--- src/rtl/regfile_pkg.sv ---
// regfile_pkg: shared definitions for the multi-port register file.
//   - default width/count constants
//   - clear-sequencer state encoding
//   - prio_hi_oh(): one-hot select of the highest-index requester; used to
//     resolve several write ports hitting one address (highest port wins)
package regfile_pkg;

  localparam int DWIDTH_DEF = 32;
  localparam int AWIDTH_DEF = 5;
  localparam int NREGS_DEF  = 32;
  localparam int NRD_DEF    = 2;
  localparam int NWR_DEF    = 1;
  localparam int NWR_MAX    = 4;

  typedef enum logic {
    IDLE  = 1'b0,
    CLEAR = 1'b1
  } state_e;

  // Highest set bit of req as a one-hot vector; all-zero when req is zero.
  function automatic logic [NWR_MAX-1:0] prio_hi_oh(input logic [NWR_MAX-1:0] req);
    logic [NWR_MAX-1:0] oh;
    oh = '0;
    for (int i = 0; i < NWR_MAX; i++)
      if (req[i]) oh = NWR_MAX'(1) << i;
    return oh;
  endfunction

endpackage

--- src/rtl/regfile_mp_if.sv ---
// regfile_mp_if: decode/writeback side bus of the register file.
//   ra/rd/rbusy      : NRD read ports (address, data, pending bit)
//   we/wa/wd         : NWR write ports
//   alloc_en/addr    : mark a register pending (new producer in flight)
//   clr / ready      : clear-sweep request, idle indication
// master = pipeline side, slave = register file.
interface regfile_mp_if #(
  parameter int DWIDTH = 32,
  parameter int AWIDTH = 5,
  parameter int NRD    = 2,
  parameter int NWR    = 1
);
  logic [NRD-1:0][AWIDTH-1:0] ra;
  logic [NRD-1:0][DWIDTH-1:0] rd;
  logic [NRD-1:0]             rbusy;
  logic [NWR-1:0]             we;
  logic [NWR-1:0][AWIDTH-1:0] wa;
  logic [NWR-1:0][DWIDTH-1:0] wd;
  logic                       alloc_en;
  logic [AWIDTH-1:0]          alloc_addr;
  logic                       clr;
  logic                       ready;

  modport master (
    output ra, we, wa, wd, alloc_en, alloc_addr, clr,
    input  rd, rbusy, ready
  );

  modport slave (
    input  ra, we, wa, wd, alloc_en, alloc_addr, clr,
    output rd, rbusy, ready
  );
endinterface

--- src/rtl/regfile_scoreboard.sv ---
// regfile_scoreboard: per-register pending bits.
//   alloc_vld/alloc_addr : set pending (already filtered for reg 0 / range / idle)
//   wr_vld/wr_addr       : qualified writes; clear pending of their target
//   flush                : clear every pending bit (start of clear sweep)
//   ra, wr_hit           : read addresses and "a same-cycle write hits ra"
//   rbusy                : registered pending bit per read port, hidden when a
//                          same-cycle write retires the producer (BYPASS=1)
module regfile_scoreboard #(
  parameter int NREGS  = 32,
  parameter int AWIDTH = 5,
  parameter int NRD    = 2,
  parameter int NWR    = 1,
  parameter int BYPASS = 1
) (
  input  logic                       clk,
  input  logic                       rst,
  input  logic                       flush,
  input  logic                       alloc_vld,
  input  logic [AWIDTH-1:0]          alloc_addr,
  input  logic [NWR-1:0]             wr_vld,
  input  logic [NWR-1:0][AWIDTH-1:0] wr_addr,
  input  logic [NRD-1:0][AWIDTH-1:0] ra,
  input  logic [NRD-1:0]             wr_hit,
  output logic [NRD-1:0]             rbusy
);

  logic [NREGS-1:0] pend_q, pend_d;

  // Alloc is applied after the write clear so a new producer issued in the
  // same cycle as the old one retires keeps the register pending.
  always_comb begin
    pend_d = pend_q;
    for (int r = 0; r < NREGS; r++) begin
      for (int p = 0; p < NWR; p++)
        if (wr_vld[p] && wr_addr[p] == AWIDTH'(r)) pend_d[r] = 1'b0;
      if (alloc_vld && alloc_addr == AWIDTH'(r)) pend_d[r] = 1'b1;
    end
    if (flush) pend_d = '0;
  end

  always_ff @(posedge clk or posedge rst) begin
    if (rst) pend_q <= '0;
    else     pend_q <= pend_d;
  end

  for (genvar i = 0; i < NRD; i++) begin : g_busy
    logic pb;
    // Addresses >= NREGS match nothing and read as not pending.
    always_comb begin
      pb = 1'b0;
      for (int r = 0; r < NREGS; r++)
        if (ra[i] == AWIDTH'(r)) pb = pend_q[r];
    end
    assign rbusy[i] = pb &&
      !((BYPASS != 0) && wr_hit[i] && !(alloc_vld && alloc_addr == ra[i]));
  end

endmodule

--- src/rtl/regfile_mp.sv ---
// regfile_mp: parametrised multi-port integer register file (RV32I).
//   clk, rst : clock, async active-high reset (clears array, pending, FSM)
//   bus      : regfile_mp_if slave (read/write ports, alloc, clr/ready)
// Reg 0 and addresses >= NREGS read 0 and are never written or pending.
// Writes on several ports to one address: highest port index wins, both in
// the array and on the bypass path. A clear sweep zeroes regs 1..NREGS-1 one
// per cycle; writes/alloc/clr are ignored and bypass is off while sweeping.
// NWR is limited to 1..4 by the width of the package priority select.
module regfile_mp
  import regfile_pkg::*;
#(
  parameter int DWIDTH = DWIDTH_DEF,
  parameter int AWIDTH = AWIDTH_DEF,
  parameter int NREGS  = NREGS_DEF,
  parameter int NRD    = NRD_DEF,
  parameter int NWR    = NWR_DEF,
  parameter int BYPASS = 1
) (
  input  logic       clk,
  input  logic       rst,
  regfile_mp_if.slave bus
);

  localparam logic [AWIDTH:0]   NREGS_W = (AWIDTH+1)'(NREGS);
  localparam logic [AWIDTH-1:0] LAST    = AWIDTH'(NREGS-1);

  state_e            state_q, state_d;
  logic [AWIDTH-1:0] cnt_q, cnt_d;
  logic              idle, flush, sweep;
  logic [NWR-1:0]    wvld;
  logic              alloc_vld;
  logic [NRD-1:0]    whit;
  logic [DWIDTH-1:0] mem [NREGS];

  function automatic logic addr_ok(input logic [AWIDTH-1:0] a);
    return (a != '0) && ({1'b0, a} < NREGS_W);
  endfunction

  // ---- clear sequencer ----
  always_ff @(posedge clk or posedge rst) begin
    if (rst) begin
      state_q <= IDLE;
      cnt_q   <= '0;
    end else begin
      state_q <= state_d;
      cnt_q   <= cnt_d;
    end
  end

  always_comb begin
    state_d = state_q;
    cnt_d   = cnt_q;
    flush   = 1'b0;
    sweep   = 1'b0;
    case (state_q)
      IDLE: if (bus.clr) begin
        state_d = CLEAR;
        cnt_d   = AWIDTH'(1);
        flush   = 1'b1;
      end
      CLEAR: begin
        sweep = 1'b1;
        cnt_d = cnt_q + AWIDTH'(1);
        // Stop on the last register so the counter never wraps.
        if (cnt_q == LAST) begin
          state_d = IDLE;
          cnt_d   = '0;
        end
      end
      default: state_d = IDLE;
    endcase
  end

  assign idle      = (state_q == IDLE);
  assign bus.ready = idle;

  // ---- qualified writes / alloc (dropped while sweeping) ----
  for (genvar p = 0; p < NWR; p++) begin : g_wv
    assign wvld[p] = idle && bus.we[p] && addr_ok(bus.wa[p]);
  end
  assign alloc_vld = idle && bus.alloc_en && addr_ok(bus.alloc_addr);

  // ---- array: ascending port loop lets the highest port win ----
  always_ff @(posedge clk or posedge rst) begin
    if (rst) begin
      for (int r = 0; r < NREGS; r++) mem[r] <= '0;
    end else if (sweep) begin
      mem[cnt_q] <= '0;
    end else begin
      for (int p = 0; p < NWR; p++)
        if (wvld[p]) mem[bus.wa[p]] <= bus.wd[p];
    end
  end

  // ---- read ports with same-cycle bypass ----
  for (genvar i = 0; i < NRD; i++) begin : g_rd
    logic [NWR_MAX-1:0] hits, oh;
    logic [DWIDTH-1:0]  byp, rdv;

    always_comb begin
      hits = '0;
      for (int p = 0; p < NWR; p++)
        hits[p] = wvld[p] && (bus.wa[p] == bus.ra[i]);
    end

    assign oh = prio_hi_oh(hits);

    always_comb begin
      byp = '0;
      for (int p = 0; p < NWR; p++)
        if (oh[p]) byp = bus.wd[p];
      rdv = '0;
      if (addr_ok(bus.ra[i]))
        rdv = ((BYPASS != 0) && (oh != '0)) ? byp : mem[bus.ra[i]];
    end

    assign whit[i]   = |hits;
    assign bus.rd[i] = rdv;
  end

  regfile_scoreboard #(
    .NREGS (NREGS),
    .AWIDTH(AWIDTH),
    .NRD   (NRD),
    .NWR   (NWR),
    .BYPASS(BYPASS)
  ) u_sb (
    .clk       (clk),
    .rst       (rst),
    .flush     (flush),
    .alloc_vld (alloc_vld),
    .alloc_addr(bus.alloc_addr),
    .wr_vld    (wvld),
    .wr_addr   (bus.wa),
    .ra        (bus.ra),
    .wr_hit    (whit),
    .rbusy     (bus.rbusy)
  );

endmodule

--- src/flat_wrapper.sv ---
// flat-port wrapper written by rule: the top's interface ports become plain ports
module regfile_mp_flat import regfile_pkg::*;
#(
  parameter int DWIDTH = DWIDTH_DEF,
  parameter int AWIDTH = AWIDTH_DEF,
  parameter int NREGS  = NREGS_DEF,
  parameter int NRD    = NRD_DEF,
  parameter int NWR    = NWR_DEF,
  parameter int BYPASS = 1
)
  (clk, rst, bus_ra, bus_we, bus_wa, bus_wd, bus_alloc_en, bus_alloc_addr, bus_clr, bus_rd, bus_rbusy, bus_ready);
  regfile_mp_if #(.DWIDTH(DWIDTH), .AWIDTH(AWIDTH), .NRD(NRD), .NWR(NWR)) bus_i ();
  input  logic clk;
  input  logic rst;
  input wire logic [$bits(bus_i.ra)-1:0] bus_ra;
  input wire logic [$bits(bus_i.we)-1:0] bus_we;
  input wire logic [$bits(bus_i.wa)-1:0] bus_wa;
  input wire logic [$bits(bus_i.wd)-1:0] bus_wd;
  input wire logic [$bits(bus_i.alloc_en)-1:0] bus_alloc_en;
  input wire logic [$bits(bus_i.alloc_addr)-1:0] bus_alloc_addr;
  input wire logic [$bits(bus_i.clr)-1:0] bus_clr;
  output wire logic [$bits(bus_i.rd)-1:0] bus_rd;
  output wire logic [$bits(bus_i.rbusy)-1:0] bus_rbusy;
  output wire logic [$bits(bus_i.ready)-1:0] bus_ready;
  assign bus_i.ra = bus_ra;
  assign bus_i.we = bus_we;
  assign bus_i.wa = bus_wa;
  assign bus_i.wd = bus_wd;
  assign bus_i.alloc_en = bus_alloc_en;
  assign bus_i.alloc_addr = bus_alloc_addr;
  assign bus_i.clr = bus_clr;
  assign bus_rd = bus_i.rd;
  assign bus_rbusy = bus_i.rbusy;
  assign bus_ready = bus_i.ready;
  regfile_mp #(.DWIDTH(DWIDTH), .AWIDTH(AWIDTH), .NREGS(NREGS), .NRD(NRD), .NWR(NWR), .BYPASS(BYPASS)) u_core (.clk(clk), .rst(rst), .bus(bus_i));
endmodule
--- config.mk ---
export PLATFORM = sky130hd
export DESIGN_NAME = regfile_mp_flat
export DESIGN_NICKNAME = d
export VERILOG_FILES = /design/src/rtl/regfile_pkg.sv /design/src/rtl/regfile_mp_if.sv /design/src/rtl/regfile_scoreboard.sv /design/src/rtl/regfile_mp.sv /design/src/flat_wrapper.sv
export SDC_FILE = /design/constraint.sdc
export NUM_CORES = 2
export LEC_CHECK = 0
export CORE_UTILIZATION = 45
export CTS_CLUSTER_DIAMETER = 40
export DETAILED_ROUTE_END_ITERATION = 16
export HOLD_SLACK_MARGIN = 0.05
export PLACE_DENSITY = 0.64
export SLEW_MARGIN = 20
export SYNTH_ARGS = -nofsm -noshare
export SYNTH_HDL_FRONTEND = slang
export SYNTH_SLANG_ARGS = --single-unit
--- constraint.sdc ---
create_clock -name clk -period 84 [get_ports clk]
set_clock_uncertainty 0.1 [all_clocks]
set_input_delay 25.2 -clock clk [delete_from_list [all_inputs] [get_ports clk]]
set_output_delay 25.2 -clock clk [all_outputs]
set_load 0.1 [all_outputs]
# == Yosys cells after proc, flatten, opt, wreduce, memory -nomap -nowiden ==
# Cells that the tools add are included.
# totals
wordCells,493
regBits,1062
output_inout_bits,67
# op_classes
addsub,1
muxes,158
n_lt_le_gt_ge,6
n_reduce_logical,125
eq_ne,130
n_bitwise,7
# ops
operator,n
$mux W1024,2
$and A1024 B1024 Y1024,1
$bwmux W1024,1
$not A1024 Y1024,1
$mux W32,13
$eq A5 B5 Y1 const B,65
$bmux W32 S5,2
$demux W32 S5,2
$eq A5 B4 Y1 const B,32
$mux W1,134
$reduce_bool A3 Y1,32
$eq A5 B3 Y1 const B,16
$logic_and A1 B1 Y1,78
$eq A5 B2 Y1 const B,8
$ge A6 B6 Y1 const B,4
$not A5 Y6,4
$eq A5 B1 Y1 const B,4
$eq A5 B5 Y1,4
$logic_not A5 Y1,4
$reduce_bool A5 Y1,4
$lt A6 B1 Y1 const B,2
$mux W5,2
$pmux W5 S2,1
$reduce_bool A4 Y1,2
6 further kinds,9

# == Logic depth before layout (Yosys ltp) ==
# depth
word_depth,34
mapped_depth,10
ltp_nobuf,6

# == Hierarchy ==
# A second synthesis with hierarchy kept.
# unflattened
hier_cells,4152
area_unflattened_um2,55808.5
# modules_own_cells
mod,seq_area_each_um2,area_each_um2,instances,cells_each
regfile_mp,25774.7,53266.1,1,3827
regfile_scoreboard,800.8,2542.4,1,325

# == Worst setup path before layout ==
# Ideal clock, no wire load.
# synth_path
path_kind,input-to-output
from,input bus_ra[5]
to,output bus_rbusy[1]
required_time_ns,58.700
setup_slack_ns,29.826
path_stages,9
arrival_time_ns,28.874
path_buffers,4
path_cell_list,buf_2 > buf_6 > buf_4 > buf_2 > o211ai_1 > a221oi_1 > nor4_1 > a211o_1 > a221oi_1
# synth_via
elab_chain_len,34
word_cells_on_any_way,72
classes_between,33 x eq/ne; 32 x mux; 7 x reduce/logical
# synth_rtl
element,line_no,rtl
from (decl),flat_wrapper.sv:15,input wire logic [$bits(bus_i.ra)-1:0] bus_ra;
$logic_not A5 Y1,regfile_scoreboard.sv:52,if (ra[i] == AWIDTH'(r)) pb = pend_q[r];
$mux W1 (32 in series),regfile_scoreboard.sv:52,
$logic_and A1 B1 Y1 (*),regfile_scoreboard.sv:54,assign rbusy[i] = pb &&
to (decl),flat_wrapper.sv:23,output wire logic [$bits(bus_i.rbusy)-1:0] bus_rbusy;
# Mark *: on every way between the ends. The rest lies on a longest branch, timed or not.

# == Worst setup path in the final report ==
# layout_path
from,input bus_ra[0]
to,output bus_rd[18]
# layout_via
elab_chain_len,6
word_cells_on_any_way,12
classes_between,1 x eq/ne; 7 x mux; 1 x bitwise; 3 x reduce/logical
# layout_rtl
element,line_no,rtl
$not A5 Y6 (not written as such) / $eq A5 B5 Y1 (equally long branches),"regfile_mp.sv:114, regfile_mp.sv:103",
$bmux W32 S5 / $logic_and A1 B1 Y1 (equally long branches),"regfile_mp.sv:114, regfile_mp.sv:103",
$mux W32 (not written as such) / $mux W1 (equally long branches),"regfile_mp.sv:114, regfile_pkg.sv:25",
$mux W32 (not written as such) (tied with other cells),regfile_mp.sv:114,rdv = ((BYPASS != 0) && (oh != '0)) ? byp : mem[bus.ra[i]];
$mux W32,regfile_mp.sv:114,
$mux W32 (*),regfile_mp.sv:113,if (addr_ok(bus.ra[i]))
to (decl),flat_wrapper.sv:22,output wire logic [$bits(bus_i.rd)-1:0] bus_rd;
# Mark *: on every way between the ends. The rest lies on a longest branch, timed or not. The select of a mux whose other input is x is not followed.

==> qor.tcl <==
set qor(worstSetupStartpointType) {primary input}
set qor(cts_tree) {built}
set qor(synth_top_cell_area_share_pct) 47.6
set qor(core_area_sq_um) 122000
set qor(final_layout_setup_total_negative_slack_ps) 0
set qor(criticalPathCategory) {in -> out}
set qor(htree_num_levels) 4
set qor(boundaryPins) 124
set qor(vdd_drop_max_mv) 0.0245
set qor(grt_overflow_total) 0
set qor(vias) 41958
set qor(detail_route.vias_per_cell) 7.57
set qor(most_frequently_used_cell_type_in_the_post_synthesis_netlist) {dfrtp_1}
set qor(post_synth_inst_count) 3925
set qor(netSwitchingFraction_pct) 32.1
set qor(multi_input_area_sq_um) 27400
set qor(hold_buffers_post_cts) 0
set qor(finalCritPeriodShare_pct) 66.4
set qor(route.detailed.wl_per_inst_um) 38.7
set qor(track_usage_pct) 34.4
set qor(cp_max_fo) 69
set qor(clockBufferDepth) 3
set qor(rsz_0062_raised_after_global_routing) {false}
set qor(outcome) {complete, no violations}
set qor(timing_max_transition_violations_final) 0
set qor(sequential_cell_area_sq_um) 26600
set qor(timing.critical_path.to_type) {output pin}
set qor(max_clock_freq_ghz) 0.0179
set qor(detail_route.first_pass.iterations) 8
set qor(cellLeakagePower_uw) 0.0273
set qor(clockRootBuffer) {clkbuf_16}
set qor(avgSynthCellArea_sq_um) 14.2
set qor(critical_path_arrival_ps) 30450
set qor(rows) 128
set qor(drc) 0
set qor(finalWirelength_mm) 214
set qor(timing.slew.headroom_pct) 16.6
set qor(cts_resized) 0
set qor(post_route_cells_drive_above_1_share_pct) 28.4
set qor(critical_path_required_ps) 58700
set qor(report.final.hold_viol_count) 0
set qor(global_placement_routability_congestion) 0.940
set qor(synth-async-reset-ratio_pct) 100
set qor(dieWidth_um) 354
set qor(synth.top_cells.by_area) {dfrtp_1 (48%), mux4_2 (26%), a22o_1 (16%), clkbuf_1 (2.5%), a21oi_1 (0.86%)}
set qor(comb_power_share_pct) 23.1
set qor(setup_violations) 0
set qor(top_flip_flop_cell_by_instance_count_after_synthesis) {dfrtp_1}
set qor(stdcell_count) 5541
set qor(min_tclk_post_route_ps) 55750
set qor(power_density_nw_per_um2) 26.7
set qor(synth.ff_latch_count) 1062
set qor(worst_slew_pin_slew_ps) 1250
set qor(grt_pass1_wl_mm) 310
set qor(cts.reportedPaths.clkPinSlew_ps) 60
set qor(synth_warnings) 0
set qor(final.fill_count) 10053
set qor(maxCapViolCount) 0
set qor(drt-initial-drc-count) 6392
set qor(design.final.nets) 3857
set qor(grt_antenna_before_repair) 10
set qor(via_count_of_the_first_global_routing_pass) 42201
set qor(yosys.cell_types.count) 65
set qor(p_int_uw) 1150
set qor(clock_latency_late_sink_ps) 800
set qor(synth_edf_count) 0
set qor(numClockSinks) 1062
set qor(syn-num-nets) 3987
set qor(io_buffer_count) 123
set qor(floorplan.initialDensity_pct) 45.6
set qor(ys_seq_area_share_pct) 47.6
set qor(detail-route-antenna-nets) 0
set qor(detailed_place_hpwl_mm) 113
set qor(p_seq_share_pct) 38.4
set qor(fp.dieH_um) 354
set qor(post-layout-total-power_uw) 1700
set qor(post_cts_buffers) 0
set qor(synthTopCellsByCount) {dfrtp_1 (1,062), a22o_1 (992), mux4_2 (643), clkbuf_1 (373), nand2_1 (111)}
set qor(placed_cells_incl_taps) 5274
set qor(area.growth.synth_to_final_pct) 14.1
set qor(synth.largest_area_cell) {dfrtp_1}
set qor(mappedNetlistArea_sq_um) 55800
set qor(fp.dieArea_sq_um) 125000
set qor(grt_max_degree) 182
set qor(hold_ws_ps) 406
set qor(timing.hold.worst.class) {reg -> reg}
set qor(cts-buffers-inserted) 144
set qor(power.net_switching_uw) 547
set qor(part_of_the_total_power_dissipated_in_the_clock_network_pct) 38.5
## state kept, by name, indices dropped and copies added, names as in the netlist
register	cells
u_core.mem	1024
u_core.u_sb.pend_q	32
u_core.cnt_q	5
u_core.state_q	1
## critical path, cell delays in order
cell and delay (ps):
buf_8 580, buf_4 830, xor2_1 170, nor4_2 340, buf_4 890, a21oi_1 260
o21ai_1 660, clkdlybuf4s50_1 1310
## power by group through the flow
stage                     Sequential, uW  Combinational, uW  Clock (uW)
after floorplan                      638                270           0
after global placement               654                381           0
after detailed placement             656                386           0
after CTS                            650                386         658
after global routing                 662                407         681
final                                654                393         655
## through the flow
step                setup WS, ps  instance area (sq um)  utilization, %
floorplan                  28810                  55800               -
global placement           28330                  58500            47.8
detailed placement         28390                  58500            47.8
CTS                        28390                  63600            52.0
global route               28100                  63700            52.0
finish                     28250                  63700            52.0
## cell usage in the layout, fill, tap and decap left out, types with 17 or more instances in the layout
| master | n |
|---|---|
| a21oi_4 | 23 |
| nand2_1 | 110 |
| nand2b_1 | 18 |
| a21oi_1 | 73 |
| o21ai_1 | 30 |
| inv_6 | 29 |
| a22o_1 | 992 |
| mux4_2 | 643 |
| and2_1 | 36 |
| inv_1 | 46 |
| clkdlybuf4s50_1 | 115 |
| dfrtp_1 | 1062 |
| nor2_4 | 19 |
| buf_4 | 127 |
| clkbuf_16 | 151 |
| clkinvlp_4 | 17 |
| a221o_1 | 32 |
| bufinv_16 | 18 |
| nor2_1 | 88 |
| o21ai_0 | 31 |
| nor2b_1 | 23 |
## area by class of cell
cell class	instances	area share (%)
inverter	50	0.322
tap	1625	3.19
multi-input combinational	2282	43.1
clock buffer	174	6.26
clock inverter	88	1.76
sequential	1062	41.7
antenna	5	0.0197
timing repair buffer	255	3.62
## final timing paths
path                                       start          endpoint  slack, ps  cells after the start
worst min-delay path            u_core.mem[1009]  u_core.mem[1009]        410                      1
worst min register to register  u_core.mem[1009]  u_core.mem[1009]        410                      1
worst max-delay path                   bus_ra[0]        bus_rd[18]      28250                      8
worst max register to register    u_core.state_q   u_core.mem[463]      79970                      8
min in group asynchronous                    rst   u_core.mem[588]      24910                      2
max in group asynchronous                    rst    u_core.mem[87]      56300                      4
## cell families (layout without fill, tap and decap cells)
logic type / Yosys count / after routing / synth area share, %
adders and majority gates: 5 / 5 / 0.112
xor gates and xnor gates: 23 / 23 / 0.361
other: 0 / 5 / 0
AOI/OAI and AO/OA: 1234 / 1234 / 18.3
and+or+nand+nor: 365 / 365 / 3.11
muxes: 655 / 655 / 26.2
DFF: 1062 / 1062 / 47.6
buffers and inverters: 581 / 567 / 4.28
## metal layers
layer,share of wire [%],vias up,GRT usage [%]
met1,37,22048,46.5
li1,-,15594,-
met5,0.064,-,0.491
met4,5.8,15,17.9
met3,16,741,15.3
met2,42,3560,46.6
(Power assumes the default switching activity.)
